$ cat src/rtl/thresh_slew_ctrl.sv
// Threshold register owner for dual_PWM: accepts VIL/VIH update commands and slews the
// selected threshold 1 LSB per STEP_CYC clocks toward the target, keeping VIL <= VIH.
//
// state | meaning
// ------+---------------------------------------------------------------
// IDLE  | waiting for a command, cmd_rdy=1
// RAMP  | stepping the selected output toward tgt once per STEP_CYC clocks
// DONE  | target reached, done pulses for this single cycle
module thresh_slew_ctrl #(
    parameter int unsigned STEP_CYC = 256,
    parameter logic [7:0]  VIL_RST  = 8'h40,
    parameter logic [7:0]  VIH_RST  = 8'hC0
) (
    input  logic       clk,
    input  logic       rst_n,
    input  logic       cmd_vld,
    input  logic       cmd_sel,
    input  logic [7:0] cmd_data,
    output logic       cmd_rdy,
    output logic [7:0] VIL,
    output logic [7:0] VIH,
    output logic       busy,
    output logic       done,
    output logic       err
);

    localparam int unsigned   TW     = (STEP_CYC > 1) ? $clog2(STEP_CYC) : 1;
    localparam logic [TW-1:0] T_LAST = TW'(STEP_CYC - 1);

    typedef enum logic [1:0] {
        S_IDLE = 2'd0,
        S_RAMP = 2'd1,
        S_DONE = 2'd2
    } state_t;

    state_t        state, state_nxt;
    logic [TW-1:0] timer;
    logic [7:0]    tgt;
    logic          sel_q;

    logic       accept;
    logic       reject;
    logic       take;
    logic [7:0] cmd_cur;
    logic [7:0] ramp_cur;
    logic [7:0] ramp_nxt;
    logic       tick;

    // Reject checks use the static (unselected) output, so the ramp can never cross it.
    assign accept   = cmd_vld && (state == S_IDLE);
    assign reject   = cmd_sel ? (cmd_data < VIL) : (cmd_data > VIH);
    assign take     = accept && !reject;
    assign cmd_cur  = cmd_sel ? VIH : VIL;
    assign ramp_cur = sel_q ? VIH : VIL;
    assign ramp_nxt = (tgt > ramp_cur) ? ramp_cur + 8'd1 : ramp_cur - 8'd1;
    assign tick     = (timer == T_LAST);

    always_ff @(posedge clk or negedge rst_n) begin
        if (!rst_n) begin
            state <= S_IDLE;
        end else begin
            state <= state_nxt;
        end
    end

    always_comb begin
        state_nxt = state;
        case (state)
            S_IDLE: begin
                if (take) begin
                    state_nxt = (cmd_data == cmd_cur) ? S_DONE : S_RAMP;
                end
            end
            S_RAMP: begin
                if (tick && (ramp_nxt == tgt)) begin
                    state_nxt = S_DONE;
                end
            end
            S_DONE:  state_nxt = S_IDLE;
            default: state_nxt = S_IDLE;
        endcase
    end

    always_comb begin
        cmd_rdy = 1'b0;
        busy    = 1'b1;
        done    = 1'b0;
        case (state)
            S_IDLE: begin
                cmd_rdy = 1'b1;
                busy    = 1'b0;
            end
            S_DONE:  done = 1'b1;
            default: ;
        endcase
    end

    always_ff @(posedge clk or negedge rst_n) begin
        if (!rst_n) begin
            VIL   <= VIL_RST;
            VIH   <= VIH_RST;
            tgt   <= '0;
            sel_q <= 1'b0;
            timer <= '0;
            err   <= 1'b0;
        end else begin
            err <= accept && reject;
            if (take) begin
                tgt   <= cmd_data;
                sel_q <= cmd_sel;
                timer <= '0;
            end else if (state == S_RAMP) begin
                if (tick) begin
                    timer <= '0;
                    if (sel_q) begin
                        VIH <= ramp_nxt;
                    end else begin
                        VIL <= ramp_nxt;
                    end
                end else begin
                    timer <= timer + TW'(1);
                end
            end
        end
    end

endmodule

$ cat config.mk
export PLATFORM = sky130hd
export DESIGN_NAME = thresh_slew_ctrl
export DESIGN_NICKNAME = d
export VERILOG_FILES = /design/src/rtl/thresh_slew_ctrl.sv
export SDC_FILE = /design/constraint.sdc
export NUM_CORES = 1
export LEC_CHECK = 0
export ABC_AREA = 1
export BUFFER_PORTS_ARGS = -buffer_cell sky130_fd_sc_hd__buf_2
export CAP_MARGIN = 5
export CORE_MARGIN = 4
export CORE_UTILIZATION = 50
export DETAILED_ROUTE_END_ITERATION = 8
export HOLD_SLACK_MARGIN = 0.02
export MAX_ROUTING_LAYER = met4
export PLACE_DENSITY = 0.76
export REMOVE_ABC_BUFFERS = 1
export SYNTH_ARGS = -nofsm -noshare
export SYNTH_HDL_FRONTEND = slang
export SYNTH_SLANG_ARGS = --single-unit
$ cat constraint.sdc
create_clock -name clk -period 5.8 [get_ports clk]
set_input_delay 0 -clock clk [delete_from_list [all_inputs] [get_ports clk]]
set_output_delay 0 -clock clk [all_outputs]
set_load 0.05 [all_outputs]
---- Word-level counts from Yosys, hierarchy flattened ----
Cells that the tools add are included.
word-level totals
  flip-flop bits (word level) ............. 36
  bits of input ports ..................... 12
cells by class
  equal/unequal tests ..................... 7
  magnitude comparators ................... 3
  reductions and logical operators ........ 10
  add/subtract/negate cells ............... 3
  bitwise logic cells ..................... 2
  multiplexer cells ....................... 14
operator list
  cell                                                                   count
  8-bit two-way mux                                                      6
  8-bit by 1-bit adder with 8-bit output, second input constant          2
  8-bit equality test                                                    2
  8-bit greater-than comparator                                          2
  8-bit equality test, second input constant                             1
  8-bit less-than comparator                                             1
  4-bit AND reduction                                                    2
  8-bit by 1-bit subtractor with 8-bit output, second input constant     1
  2-bit two-way mux                                                      3
  1-bit logical AND                                                      4
  1-bit two-way mux                                                      4
  2-bit != test, second input constant                                   2
  2-bit case mux with 2 select lines                                     1
  2-bit by 1-bit equality test with 1-bit output, second input constant  1
  2-bit equality test, second input constant                             1
  2-bit zero test                                                        1
  1-bit NOT                                                              2
  2-bit AND reduction                                                    1
  2-bit nonzero test                                                     1
  1-bit zero test                                                        1

---- Depth between registers and ports, before layout ----
  depth in word-level cells ............... 7
  depth in mapped cells ................... 27
  depth with buffers taken out ............ 26

---- Worst setup path after synthesis ----
No wires, ideal clock.
  kind .................................... reg-to-reg
  from .................................... reg sel_q
  to ...................................... reg state[0]
  data required time ...................... 5683 ps
  data arrival time ....................... 3145 ps
  buffers on the path ..................... 2
  setup slack ............................. 2538 ps
  cell stages (with the launch flop) ...... 23
  cell sequence ........................... dfrtp_1 -> buf_4 -> clkbuf_1 -> o21ai_0 -> ha_1 -> nand2_1 -> nand2_1 -> nand2_1 -> nand2_1 -> nand2_1 -> nand2_1 -> nand2_1 -> inv_1 -> fa_1 -> xnor2_1 -> nor2_1 -> nand3_1 -> nor2_1 -> nand3_1 -> nor3_2 -> nand3_1 -> nand2_1 -> nand2_1
on the way
  longest elaborated chain between the ends .. 7
  elaborated cells on any way between the ends .. 9
  classes of those cells .................. add/sub: 2; order compare: 1; eq/ne: 2; mux: 2; reduce/logical: 2
ends and longest elaborated chain
  item                                                                 RTL line  RTL
  from (decl)                                                          39        logic sel_q;
  from (signal assigned)                                               110       sel_q <= cmd_sel;
  8-bit two-way mux *                                                  54        assign ramp_cur = sel_q ? VIH : VIL;
  8-bit by 1-bit subtractor with 8-bit output (tied with other cells)  55        assign ramp_nxt = (tgt > ramp_cur) ? ramp_cur + 8'd1 : ramp_cur - 8'd1;
  8-bit two-way mux *                                                  55
  8-bit equality test *                                                75        if (tick && (ramp_nxt == tgt)) begin
  1-bit logical AND *                                                  75
  2-bit != test (no source line) *                                     n/a
  2-bit AND reduction (no source line) *                               n/a
  to (signal assigned)                                                 62        state <= state_nxt;
  to (decl)                                                            36        state_t state, state_nxt;
Mark *: on every way between the ends. The rest lies on a longest branch, timed or not.
A chain may end at the register's enable or synchronous reset.

---- Final worst setup path ----
  from .................................... reg sel_q
  to ...................................... reg state[1]
The elaborated chain is that of the path after synthesis.

==> key figures <==
Routing
  • Detail Route Antenna Nets: 0
  • Vias: roughly 2.8k
  • DRC errors left: 0
  • Post-Route WL: 7260 um
  • 1st-iter DRT viols: 205
  • Vias per cell: 5.26
  • Routed WL per cell: roughly 14 um
  • Pre-antenna DRT Iters: 5

Setup path
  • Family with the most delay on the worst path: simple AND/OR/NAND/NOR gates
  • Worst r2r path cells: 22
  • CP max stage cell: dfrtp_1
  • Worst reg-to-reg setup slack: 2.14 ns
  • Cell mode on critical path: nand2_1
  • Slowest stage delay, CP: around 0.58 ns
  • CP bufs+invs: 2
  • Cell Chain, Critical Path: o21ai_0, ha_1, nand2_1, nand2_1, nand2_1, nand2_1, nand2_1, nand2_1, nand2_1, inv_1, fa_1, inv_1, nand2_1, nand2_1, nand2_1, nand2_1, nand2_1, nand2_1, nand3_1, nor3_2, nand3_1, a21oi_1
  • Worst setup path class: register to register
  • Worst setup SP type: register
  • Critical Path Sink Type: register
  • Arrival @ worst endpoint: between 3 and 4 ns
  • Worst Path Max Fanout: 18
  • R2R Path End: state[1]$_DFFE_PN0P_
  • Worst r2r src: sel_q$_DFFE_PN0P_
  • WP data required: 6.00 ns

Min path
  • Hold_sp: cmd_data[7]
  • Hold depth: 3
  • Hold path endpoint: tgt[7]$_DFFE_PN0P_
  • Tightest Hold Check Type: primary input to register

Floorplan
  • Core Region: 5890 sq um
  • Die width: 85.7 um
  • Site row count: 28
  • Die area: 7340 sq um
  • IO Count: 32
  • Initial core utilization: 51.3%
  • Die height: approximately 86 um

Clock network
  • Root buf cell: clkbuf_8
  • Clk pin slew, worst setup/hold paths: ~0.07 ns
  • H-tree levels: 2
  • TritonCTS Buffers: 5
  • Clock sinks: 36
  • CTS tree: done
  • Skew-Pair Late Insertion Delay: roughly 0.28 ns
  • Worst-case clock buffer depth: 2
  • Setup bufs post-CTS: 0

Timing
  • Minimum clock period: 3.66 ns
  • Setup violations, final: 0
  • Post-route setup TNS: 0 ns
  • Fin. max-slew vios: 0
  • Fin crit share: 63.1%
  • Crit path setup slack, layout: 2.14 ns
  • RSZ-0062 raised after global routing: false
  • Clock skew: approximately 0.0066 ns
  • Final hold violations: 0
  • Worst Tran Pin Value: 0.826 ns
  • Fmax: 0.273 GHz
  • Max_slew headroom: between 40% and 50%

Global routing
  • Largest net degree at the start of global routing: 37
  • Antenna violations before repair: 0
  • First-pass GRT wire length: approximately 12000 um
  • Number of global-route vias before repair: 2634
  • Total GRT Usage: 21.6%
  • GRT overflow: 0

Placed design
  • Placed insts: 523
  • DP Worst Slack: 2.17 ns
  • Post-detail-place hpwl: between 5000 and 6000 um
  • GP Congestion: 0.876
  • PortBufs: 31

Synthesis
  • Mapped Cells: between 400 and 500
  • Number of library cell types mapped by synthesis: 39
  • Synth area leaders: dfrtp_1, nand2_1, ha_1
  • Top FF cell, synth: dfrtp_1
  • Mapped Area: around 3000 sq um
  • Sequential area share after synthesis: between 20 and 30%
  • Ys async rst share: 100%
  • Post-synth top area cell: dfrtp_1
  • Yosys warns: 0
  • Avg Cell Area, Syn: 7.11 sq um
  • Synth Register Bits: 36
  • Top-area cell type share of the netlist area: 27.4%
  • EDFF count, synth: 0

Cells and area
  • Layout Nets: 501
  • Most frequent cells in the layout: nand2_1, inv_1, dfrtp_1
  • Post-route insts no fill: 533
  • Synth-to-layout area growth: 9.87%
  • Layout cell share with drive strength beyond 1: between 10% and 20%
  • Commonest non-fill, non-tap cell in the layout: nand2_1
  • Diode count: 0
  • Layout fillers: 555

Run status
  • Status: finished, final reports clean

Pwr
  • VDD IR-drop max: 0.212 mV
  • Leakage: about 1.9 nW
  • PwrDens: 491 nW/um^2

Flow run
  • Total of max-cap violations: 0
==> area by class of cell <==
| cell class | instances | area (sq um) | share of cell area [%] |
|---|---|---|---|
| Inverter | 89 | 337 | 10.2 |
| Clock buffer | 8 | 90.1 | 2.72 |
| Sequential cell | 36 | 905 | 27.3 |
| Multi-Input combinational cell | 292 | 1710 | 51.7 |
| Tap cell | 75 | 93.8 | 2.83 |
| Timing Repair Buffer | 33 | 175 | 5.29 |
==> logic make-up (layout without fill, tap and decap cells) <==
kind of cell | Yosys count | count (layout) | share of synthesized area (%)
xor gates and xnor gates | 13 | 13 | 3.77
AOI/OAI and AO/OA | 64 | 64 | 11.3
muxes | 2 | 2 | 0.747
and+or+nand+nor | 181 | 181 | 27.5
adders and majority gates | 32 | 32 | 13.5
buffers and inverters | 96 | 130 | 13.2
DFF | 36 | 36 | 30.0
==> Yosys cell counts, types with 3 or more instances <==
| cell | n |
|---|---|
| xnor2_1 | 3 |
| nor2_1 | 17 |
| nand2_1 | 106 |
| xor2_1 | 10 |
| nand3_1 | 27 |
| buf_6 | 4 |
| inv_1 | 83 |
| dfstp_2 | 3 |
| inv_2 | 4 |
| dfrtp_1 | 33 |
| nand3b_1 | 5 |
| o21ai_0 | 30 |
| nor3_1 | 4 |
| ha_1 | 31 |
| o21ai_1 | 14 |
| a21oi_1 | 13 |
| nand4_1 | 9 |
| nand2_2 | 4 |
==> worst max-delay path by stage <==
stage                            to                from  cells past startpoint  slack, ns
6_report       state[1]$_DFFE_PN0P_   sel_q$_DFFE_PN0P_                     22       2.14
5_1_grt        state[1]$_DFFE_PN0P_   sel_q$_DFFE_PN0P_                     22       1.68
4_1_cts        state[1]$_DFFE_PN0P_   sel_q$_DFFE_PN0P_                     22       2.16
3_5_place_dp   state[1]$_DFFE_PN0P_   sel_q$_DFFE_PN0P_                     22       2.17
3_3_place_gp   state[1]$_DFFE_PN0P_   sel_q$_DFFE_PN0P_                     20       2.28
2_1_floorplan  state[0]$_DFFE_PN0P_  VIH[1]$_DFFE_PN0P_                     22       2.57
==> state kept, by name (all words and copies together) (netlist names) <==
signal / cells
tgt: 8
timer: 8
state: 2
VIL: 8
sel_q: 1
VIH: 8
err: 1
==> worst min-delay path, stage by stage <==
cell	delay, ns
buf_2	0.13
nor2_1	0.10
a21oi_1	0.05
==> repair_timing <==
item,CTS,global route
resized for setup,0,0
endpoints found under the hold margin,34,0
hold buffers,2,0
==> power by group <==
part	switching, mW	internal [mW]
logic	0.706	0.378
clock network	0.0856	0.0969
registers	0.0607	0.302
total	0.853	0.776
==> per-layer routing <==
layer,track usage (%),vias to the layer above,wire length (um)
met1,28.7,1281,3290
met2,35.2,88,3360
li1,-,1420,-
met4,4.32,0,97
met3,3.27,12,515
met5,-,-,0
==> metrics by stage <==
step	power [mW]	hold WS (ns)	utilization, %	cell area (sq um)
floorplan	1.20	-0.296	-	2960
global placement	1.40	0.135	54.4	3200
detailed placement	1.43	0.140	54.4	3200
CTS	1.62	0.0233	56.3	3310
global route	1.80	0.0495	56.3	3310
finish	1.63	0.0300	56.3	3310
(Power assumes the default switching activity.)
